--- src/rtl/hall_call_register.sv ---
// Hall call register: debounces raw hall buttons per floor, latches them as pending
// calls, and retires each call once an elevator is stopped at that floor.
module hall_call_register #(
  parameter int NUM_FLOORS      = 5,
  parameter int DEBOUNCE_CYCLES = 4,
  parameter int CNT_W           = 3
) (
  input  logic                  clk,
  input  logic                  reset,
  input  logic [NUM_FLOORS-1:0] raw_buttons,
  input  logic [2:0]            ffloor,
  input  logic                  fgoing_up,
  input  logic                  fgoing_down,
  input  logic [2:0]            sfloor,
  input  logic                  sgoing_up,
  input  logic                  sgoing_down,
  output logic [NUM_FLOORS-1:0] out_buttons,
  output logic [NUM_FLOORS-1:0] served
);

  typedef enum logic [1:0] {
    IDLE     = 2'd0,
    DEBOUNCE = 2'd1,
    PENDING  = 2'd2,
    RELEASE  = 2'd3
  } call_state_e;

  // Per-floor state is kept in plain arrays so each floor can be probed directly.
  call_state_e           state_q [NUM_FLOORS];
  call_state_e           state_d [NUM_FLOORS];
  logic [CNT_W-1:0]      cnt_q   [NUM_FLOORS];
  logic [CNT_W-1:0]      cnt_d   [NUM_FLOORS];
  logic [NUM_FLOORS-1:0] out_buttons_q, out_buttons_d;
  logic [NUM_FLOORS-1:0] served_q, served_d;
  logic [NUM_FLOORS-1:0] stopped;
  logic [NUM_FLOORS-1:0] accept;

  // Floor codes outside 1..NUM_FLOORS never compare equal to any floor index.
  always_comb begin
    stopped = '0;
    for (int i = 0; i < NUM_FLOORS; i++) begin
      stopped[i] = ((int'(ffloor) == i + 1) && !fgoing_up && !fgoing_down) ||
                   ((int'(sfloor) == i + 1) && !sgoing_up && !sgoing_down);
    end
  end

  always_comb begin
    accept        = '0;
    out_buttons_d = '0;
    served_d      = '0;
    for (int i = 0; i < NUM_FLOORS; i++) begin
      state_d[i] = state_q[i];
      cnt_d[i]   = cnt_q[i];
      unique case (state_q[i])
        IDLE: begin
          if (raw_buttons[i]) begin
            if (DEBOUNCE_CYCLES == 1) begin
              accept[i] = 1'b1;
            end else begin
              state_d[i] = DEBOUNCE;
              cnt_d[i]   = CNT_W'(1);
            end
          end
        end
        DEBOUNCE: begin
          if (!raw_buttons[i]) begin
            state_d[i] = IDLE;
            cnt_d[i]   = '0;
          end else if (cnt_q[i] == CNT_W'(DEBOUNCE_CYCLES - 1)) begin
            accept[i] = 1'b1;
          end else begin
            cnt_d[i] = cnt_q[i] + CNT_W'(1);
          end
        end
        PENDING: begin
          if (stopped[i]) begin
            served_d[i] = 1'b1;
            state_d[i]  = raw_buttons[i] ? RELEASE : IDLE;
          end
        end
        RELEASE: begin
          if (!raw_buttons[i]) state_d[i] = IDLE;
        end
        default: state_d[i] = IDLE;
      endcase

      // A call accepted while an elevator already stands at the floor is absorbed.
      if (accept[i]) begin
        cnt_d[i] = '0;
        if (stopped[i]) begin
          state_d[i]  = RELEASE;
          served_d[i] = 1'b1;
        end else begin
          state_d[i] = PENDING;
        end
      end

      out_buttons_d[i] = (state_d[i] == PENDING);
    end
  end

  always_ff @(posedge clk) begin
    if (reset) begin
      for (int i = 0; i < NUM_FLOORS; i++) begin
        state_q[i] <= IDLE;
        cnt_q[i]   <= '0;
      end
      out_buttons_q <= '0;
      served_q      <= '0;
    end else begin
      state_q       <= state_d;
      cnt_q         <= cnt_d;
      out_buttons_q <= out_buttons_d;
      served_q      <= served_d;
    end
  end

  assign out_buttons = out_buttons_q;
  assign served      = served_q;

endmodule

--- config.mk ---
export PLATFORM = sky130hd
export DESIGN_NAME = hall_call_register
export DESIGN_NICKNAME = d
export VERILOG_FILES = /design/src/rtl/hall_call_register.sv
export SDC_FILE = /design/constraint.sdc
export NUM_CORES = 1
export LEC_CHECK = 0
export ABC_AREA = 1
export CORE_AREA = 2 2 74 76
export DETAILED_ROUTE_END_ITERATION = 12
export DIE_AREA = 0 0 76 78
export DONT_BUFFER_PORTS = 1
export PLACE_DENSITY_LB_ADDON = 0.12
export REMOVE_ABC_BUFFERS = 1
export SYNTH_ARGS = -nofsm -noshare
export SYNTH_HDL_FRONTEND = slang
export SYNTH_SLANG_ARGS = --single-unit
--- constraint.sdc ---
create_clock -name clk -period 2.5 [get_ports clk]
set_input_delay 0.375 -clock clk [delete_from_list [all_inputs] [get_ports clk]]
set_output_delay 0.375 -clock clk [all_outputs]
set_load 0.02 [all_outputs]
### After elaboration in Yosys (flattened, before gate mapping)

Cells that the tools add are included.

* add/subtract/negate cells: 5
* equal/unequal tests: 45
* mux-type cells: 90
* reduce and logical (&&, ||, !) cells: 54

Operators by type and width (number)
* $mux W2: 25
* $mux W3: 15
* $mux W1: 40
* $eq A2 B2 Y1 const B: 15
* $pmux W2 S3: 5
* $pmux W3 S2: 5
* $eq A3 B3 Y1 const B: 8
* $eq A3 B2 Y1 const B: 7
* $logic_and A1 B1 Y1: 20
* $reduce_or A2 Y1: 10
* $add A3 B1 Y3 const B: 5
* $ne A3 B3 Y1 const B: 5
* $reduce_and A3 Y1: 5
* $eq A2 B1 Y1 const B: 5
* $logic_not A2 Y1: 5
* $ne A2 B2 Y1 const B: 5
* $reduce_bool A2 Y1: 5
* $logic_or A1 B1 Y1: 5
* $logic_not A1 Y1: 4

* register bits: 35
* input port bits: 17
* output and inout bits: 10
* word-level logic and storage cells: 206

### Longest topological paths before layout

* depth in word-level cells: 8
* gate-level depth with buffers: 9
* depth with buffers taken out: 9

### Worst setup path before layout

Ideal clock, no wire load.

* path kind: register to register
* from: reg cnt_q[6] in the netlist's numbering
* to: reg cnt_q[6] in the netlist's numbering
* library setup time: 0.064 ns
* data arrival time: 1.151 ns
* required time: 2.436 ns
* path slack: 1.285 ns
* stages on the path, launching flop included: 8
* path buffers: 0
* period minus slack after synthesis: 1.215 ns
* path through: dfxtp_1 ha_1 ha_1 nand3_1 nand2_1 a21oi_1 nor2_1 nor2_1

* cells in the longest elaborated chain, start to end: 5
* elaborated cells on any way between the ends: 11
* those cells by class: add/sub (1); eq/ne (2); mux (6); reduce/logical (2)

Ends and longest elaborated chain
* start: declaration: RTL line 31 `logic [CNT_W-1:0] cnt_q [NUM_FLOORS];`
* start signal: assignment: RTL line 112 `cnt_q <= cnt_d;`
* parallel branches: the longest is 5 deep, another holds $add A3 B1 Y3

Parallel ways; which one is timed is not known. The select of a mux whose other input is x is not followed.
A chain may end at the register's enable or synchronous reset.

### Worst setup path after layout

Same ends and word-level chain as after synthesis.

==> summary.md <==
| Metric | Value |
|---|---|
| ANT nets after route | 0 |
| Via density per instance | around 4.5 |
| CTS tree | yes |
| Flop pwr share | 51.4% |
| Hpwl dp | between 2 and 3 mm |
| Initial DRT Pass Iterations | 4 |
| Clk slew on worst S/H paths | ~70 ps |
| Hold path start | reset |
| Clock Latency Late Sink | between 200 and 300 ps |
| Cts bufs inserted | 5 |
| Mapped Area | between 1500 and 2000 µm² |
| Syn Inst Count | 288 |
| Total gr overflow | 0 |
| GRT Resource Usage Total | between 10% and 20% |
| RePlAce Congestion | about 0.76 |
| EDFF count, synth | 0 |
| IO Port Bufs | 0 |
| Register area share after synthesis | 36.6% |
| Die ar. | 5930 µm² |
| Seq. cell area | 701 µm² |
| Status | completed |
| Post-synth top area cell | dfxtp_1 |
| Count leader, synth | nand2_1 |
| Synth top cells by count | nand2_1 (54), nor2_1 (50), inv_1 (49) |
| Antenna violations before repair | 0 |
| IO Pins | 27 |
| Critical path buffers and inverters | 0 |
| FF-to-FF setup slack | roughly 1200 ps |
| Chip Width | 76 µm |
| Top FF cell, synth | dfxtp_1 |
| Internal | about 880 µW |
| Number of diodes | 0 |
| PostCTS Resize Cnt | 0 |
| Worst Path Arrival | 1560 ps |
| Crit-path slowest cell | dfxtp_1 |
| Initial Utilization | 38.0% |
| Setup crit start | cnt_q[6]$_SDFFE_PP0P_ |
| Max VDD drop | 0.000353 V |
| Via count | 1,634 |
| WP data required | 2720 ps |
| Gate power share | ~10% |
| Die H | 78 µm |
| Pin count of the biggest net entering global routing | 22 |
| Final core occ | 41.5% |
| Yosys warns | 0 |
| Netlist cell types | 19 |
| Syn avg cell area | 6.66 µm² |
| Power per cell area | 556 nW/µm² |
| Wire per inst | about 10 µm |
| FF-to-FF path depth | 7 |
| Async set-or-reset flop fraction in the synthesized netlist | 0% |
| H-tree lvl count | 2 |
| Nature of the critical path startpoint | flip-flop |
| Worst setup EP type | flip-flop |
| CP max FO | 3 |
| Fill count | 545 |
| Final period utilization | 53.8% |
| Syn-to-layout area delta | 9.27% |
| WHS Endpoint | state_q[1]$_SDFF_PP0_ |
| Multi-input logic area | 1010 µm² |
| Share of cells above drive strength 1 | 11.6% |
| First-pass GRT wire length | 6.63 mm |
| Top post-synthesis cells by area | dfxtp_1 (37%), nand2_1 (11%), nor2_1 (9.8%), inv_1 (9.6%), ha_1 (6.5%) |
| Number of global-route vias before repair | 1,589 |
| Clock power frac | between 30% and 40% |
| Worst-Margin Slew | around 250 ps |
| RSZ-0062 raised after global routing | no |
| Final Setup Violations | 0 |
| P_sw | 285 µW |
| Leakage | 0.000999 µW |
| Core area | a little over 5000 µm² |
| Crit-path cells | ha_1 -> ha_1 -> nand3_1 -> nand2_1 -> a21oi_1 -> nor2_1 -> nor2_1 |
| Rows | 26 |
| Final #Nets | 320 |
| Slew Viols, Final | 0 |
| Hold Path Stages | 1 |
| Worst Skew | 2.82 ps |
| Crit path time final | 1340 ps |
| F_max | 744 MHz |
| Max-Cap Viols | 0 |
| Hold Fails Final Rpt | 0 |
| Final setup TNS | 0 ps |
| Hold buffers post-CTS | 0 |
| HP Class | in -> reg |
| CP peak stage delay | 320 ps |
| CP Class | reg -> reg |
| Drt drc | 0 |
| #FFs+latches synth | 35 |
| Sink Count | 35 |
| Final wirelength | 3.73 mm |
| Clock Path Buffers | 2 |
| Cell family with most CP delay | adder cells |
| Post-CTS setup buffers | 0 |
| Sw Ratio | roughly 24% |
| Yosys top cell area share | 36.6% |
| Critical R2R Launch | cnt_q[6]$_SDFFE_PP0P_ |
| FF-to-FF End | cnt_q[6]$_SDFFE_PP0P_ |
| 1st-iter DRT viols | 85 |
| Root Buffer Master | clkbuf_8 |
| Slew margin rel. | 83.3% |
-- flip-flops by register name, summed over array words and instances (netlist names) --
name	flops
cnt_q	15
state_q	10
out_buttons	5
served	5
-- cells in the final DEF, fill, tap and decap left out, drive strengths merged --
| cell type | count |
|---|---|
| a21oi | 23 |
| nor3 | 4 |
| nand3 | 30 |
| o21ai | 12 |
| dfxtp | 35 |
| clkbuf | 8 |
| nor2 | 60 |
| clkinv | 1 |
| and3 | 1 |
| ha | 10 |
| inv | 52 |
| nand2 | 58 |
-- metrics by stage --
| stage | area [µm²] | setup WS [ps] | power [µW] | std cells | hold WS (ps) |
|---|---|---|---|---|---|
| floorplan | 1910 | 1290 | 708 | 286 | 440 |
| global placement | 1990 | 1120 | 731 | 356 | 448 |
| CTS | 2090 | 1140 | 1180 | 364 | 147 |
| global route | 2090 | 1010 | 1240 | 364 | 137 |
| finish | 2090 | 1160 | 1160 | 364 | 155 |
| detailed placement | 1990 | 1150 | 731 | 356 | 450 |
-- power groups by stage --
stage               Combinational, µW  Sequential (µW)  Clock (µW)
floorplan                         100              608           0
global placement                  119              612           0
detailed placement                120              612           0
CTS                               120              599         466
global route                      142              602         491
finish                            119              599         446
-- layout make-up --
type,count,share of cell area [%]
multi-input cells,198,48.0
flip-flops and latches,35,33.5
clock buffers,8,4.78
well taps,70,4.18
inverters,53,9.56
-- metal layers --
metal / global-route usage [%] / share of wire, % / up-vias
met3: 5.23 / 7.0 / 2
li1: - / - / 903
met4: 4.36 / 0.56 / 0
met5: 0 / 0 / -
met1: 16.4 / 50 / 701
met2: 23.1 / 42 / 28
-- worst reg2reg max path: cells and delay by family, from the launching register on --
kind            cells  cell delay [ps]
fa+ha+maj           2              390
simple gates        4              350
compound gates      1              220
flops               1              320
-- kinds of logic (layout without fill, tap and decap cells) --
kind of cell,Yosys count,in the layout,synth area share [%]
flops,35,35,36.6
simple gates,153,153,36.2
buf+inv,55,61,11.0
compound gates,35,35,9.73
fa+ha+maj,10,10,6.53
-- worst max path at each step --
stage,end,slack [ps],cells past startpoint
6_report,cnt_q[6]$_SDFFE_PP0P_,1160,7
5_1_grt,cnt_q[6]$_SDFFE_PP0P_,1010,9
4_1_cts,cnt_q[6]$_SDFFE_PP0P_,1140,7
3_5_place_dp,cnt_q[6]$_SDFFE_PP0P_,1150,7
3_3_place_gp,cnt_q[6]$_SDFFE_PP0P_,1120,7
2_1_floorplan,cnt_q[6]$_SDFFE_PP0P_,1290,7
(Power assumes the default switching activity.)
==> RTL edit, RTL diff (same settings) <==
Set the parameter `NUM_FLOORS` to 6 (it was 5).
--- a/src/rtl/hall_call_register.sv
+++ b/src/rtl/hall_call_register.sv
@@ -1,7 +1,7 @@
 // Hall call register: debounces raw hall buttons per floor, latches them as pending
 // calls, and retires each call once an elevator is stopped at that floor.
 module hall_call_register #(
-  parameter int NUM_FLOORS      = 5,
+  parameter int NUM_FLOORS      = 6,
   parameter int DEBOUNCE_CYCLES = 4,
   parameter int CNT_W           = 3
 ) (
Interface: changed (resized out_buttons, raw_buttons and served); port bits go from 27 to 30. No check against the original RTL was run, so the function may have changed too.
==> RTL edit against the unedited design <==
  * First-iteration DRC count shrank 25%
  * Maximum frequency shrank 0.84%
  * Cell area grew 12%
  * Critical path depth grew 1
  * Setup slack lost 11 ps
  * Area after synthesis grew 15%
  * Total power grew 8.3%
  * Final cell count grew 13%
  * Wire length grew 14%
  * Sequential cell count grew 7
  * Critical path type unchanged
  * Critical endpoint is now cnt_q[12]$_SDFFE_PP0P_
==> RTL edit: results (changes against the unedited design) <==
gr usage total 15.7% (was 13.8%); root buffer cell clkbuf_8 (unchanged); ratio of cells with drive above 1 in the final layout 4.97% (was 11.6%); global-route wire length before repair 7.51 mm (was 6.63 mm); initial antenna violation count 0 (unchanged); LEAKAGE 1.16 nW (was 0.999 nW); vias per cell 4.67 (was 4.49); Cell variety after synth 21 (was 19); ranking of synthesized cells by area dfxtp_1 (38%), nand2_1 (12%), inv_1 (10%) (was dfxtp_1 (37%), nand2_1 (11%), nor2_1 (9.8%)); compound-gate portion of the synthesized area 9.65% (was 9.73%); WL/cell 10.3 µm (about the same); vias in the first global route 1,803 (was 1,589); maximum root-to-sink buffer count 2 (unchanged); Synth Area in XOR/XNOR 0% (unchanged); Ys Warns 0 (unchanged); run status complete, no violations (unchanged); DR pass1 iterations 4 (unchanged); sequential-to-total area share from yosys stat 38.1% (was 36.6%); worst IR drop on VDD 0.205 mV (was 0.353 mV); diode count 0 (unchanged); largest net degree at the start of global routing 26 (was 22); Worst Max-Slew Pin Slew 277 ps (was 251 ps); R2R Path Start cnt_q[12]$_SDFFE_PP0P_ (was cnt_q[6]$_SDFFE_PP0P_); clk_lat worst skew 290 ps; CTS H-tree depth 2 (unchanged); DP HPWL 3.27 mm (was 2.88 mm); Synth Area in Adders 6.81% (was 6.53%); top flop regs cnt_q x18, state_q x12 (was cnt_q x15, state_q x10); Layout Nets 372 (was 320); Clock Skews 3.88 ps (was 2.82 ps); worst min path class in2reg (unchanged); CTS buffer count 5 (unchanged); gp weighted congestion 0.817 (was 0.763); CTS resizes 0 (unchanged); most frequent cells after synthesis nand2_1 (71), inv_1 (61), nor2_1 (59) (was nand2_1 (54), nor2_1 (50), inv_1 (49)); initial detailed-routing violation count 64 (was 85); mux cell area share after synthesis 0% (unchanged); critical-path maximum fanout 4 (was 3)
## RTL edit: cell count changes after synthesis, moves of 3 or more
| cell | change |
|---|---|
| nor2_2 | -4 |
| a21oi_1 | +6 |
| nand2_1 | +17 |
| nor2_1 | +9 |
| nand3_1 | +9 |
| dfxtp_1 | +7 |
| nand3_2 | -5 |
| nor3_1 | -3 |
| inv_1 | +12 |
## RTL edit: per-stage QoR
step / hold WS, ps / std cells / area (µm²) / worst slack, ps
global placement: 448 / 405 / 2270 / 1140
floorplan: 443 / 335 / 2190 / 1260
finish: 150 / 412 / 2350 / 1140
CTS: 139 / 412 / 2350 / 1120
detailed placement: 452 / 405 / 2270 / 1140
global route: 131 / 412 / 2350 / 929
## RTL edit: final timing paths
| kind | slack, ps | cells after the start | to |
|---|---|---|---|
| min | 150 | 1 | state_q[0]$_SDFF_PP0_ |
| max reg2reg | 1140 | 8 | cnt_q[12]$_SDFFE_PP0P_ |
| max | 1140 | 8 | cnt_q[12]$_SDFFE_PP0P_ |
| min reg2reg | 480 | 2 | cnt_q[9]$_SDFFE_PP0P_ |
## RTL edit: layout make-up
cell class                      count  area [µm²]
Inverter                           63         236
Multi-Input combinational cell    230        1110
Fill cell                         539        2690
Sequential cell                    42         841
Clock buffer                        7        76.3
Tap cell                           70        87.6
## RTL edit: power breakdown
part	switching [mW]	internal [mW]	leakage [nW]
combinational	0.0868	0.0534	0.773
sequential	0.0174	0.698	0.344
clock	0.213	0.192	0.0383
total	0.317	0.944	1.16
## RTL edit: cells by family (layout without fill, tap and decap cells)
kind of cell / count (synthesis) / in the layout
and+or+nand+nor: 177 / 177
adders and majority gates: 12 / 12
DFF: 42 / 42
buffers and inverters: 66 / 70
AOI/OAI and AO/OA: 41 / 41
## RTL edit: metal layers
metal / vias up / track usage (%) / routed length, µm / part of all wire, %
met3: 4 / 5.70 / 269 / 6.3
met4: 0 / 5.82 / 41 / 0.97
met1: 833 / 19.0 / 2120 / 50
met2: 38 / 25.8 / 1820 / 43
li1: 1051 / - / - / -
met5: - / 0 / 0 / 0
## RTL edit: critical path, cell delays in order (launching register included)
cell and delay [ps]:
dfxtp_1 320, ha_1 190, ha_1 170, nand2_1 90, inv_2 50, nand2_1 120, nand2_2 90, o21ai_0 160
nor2_1 60
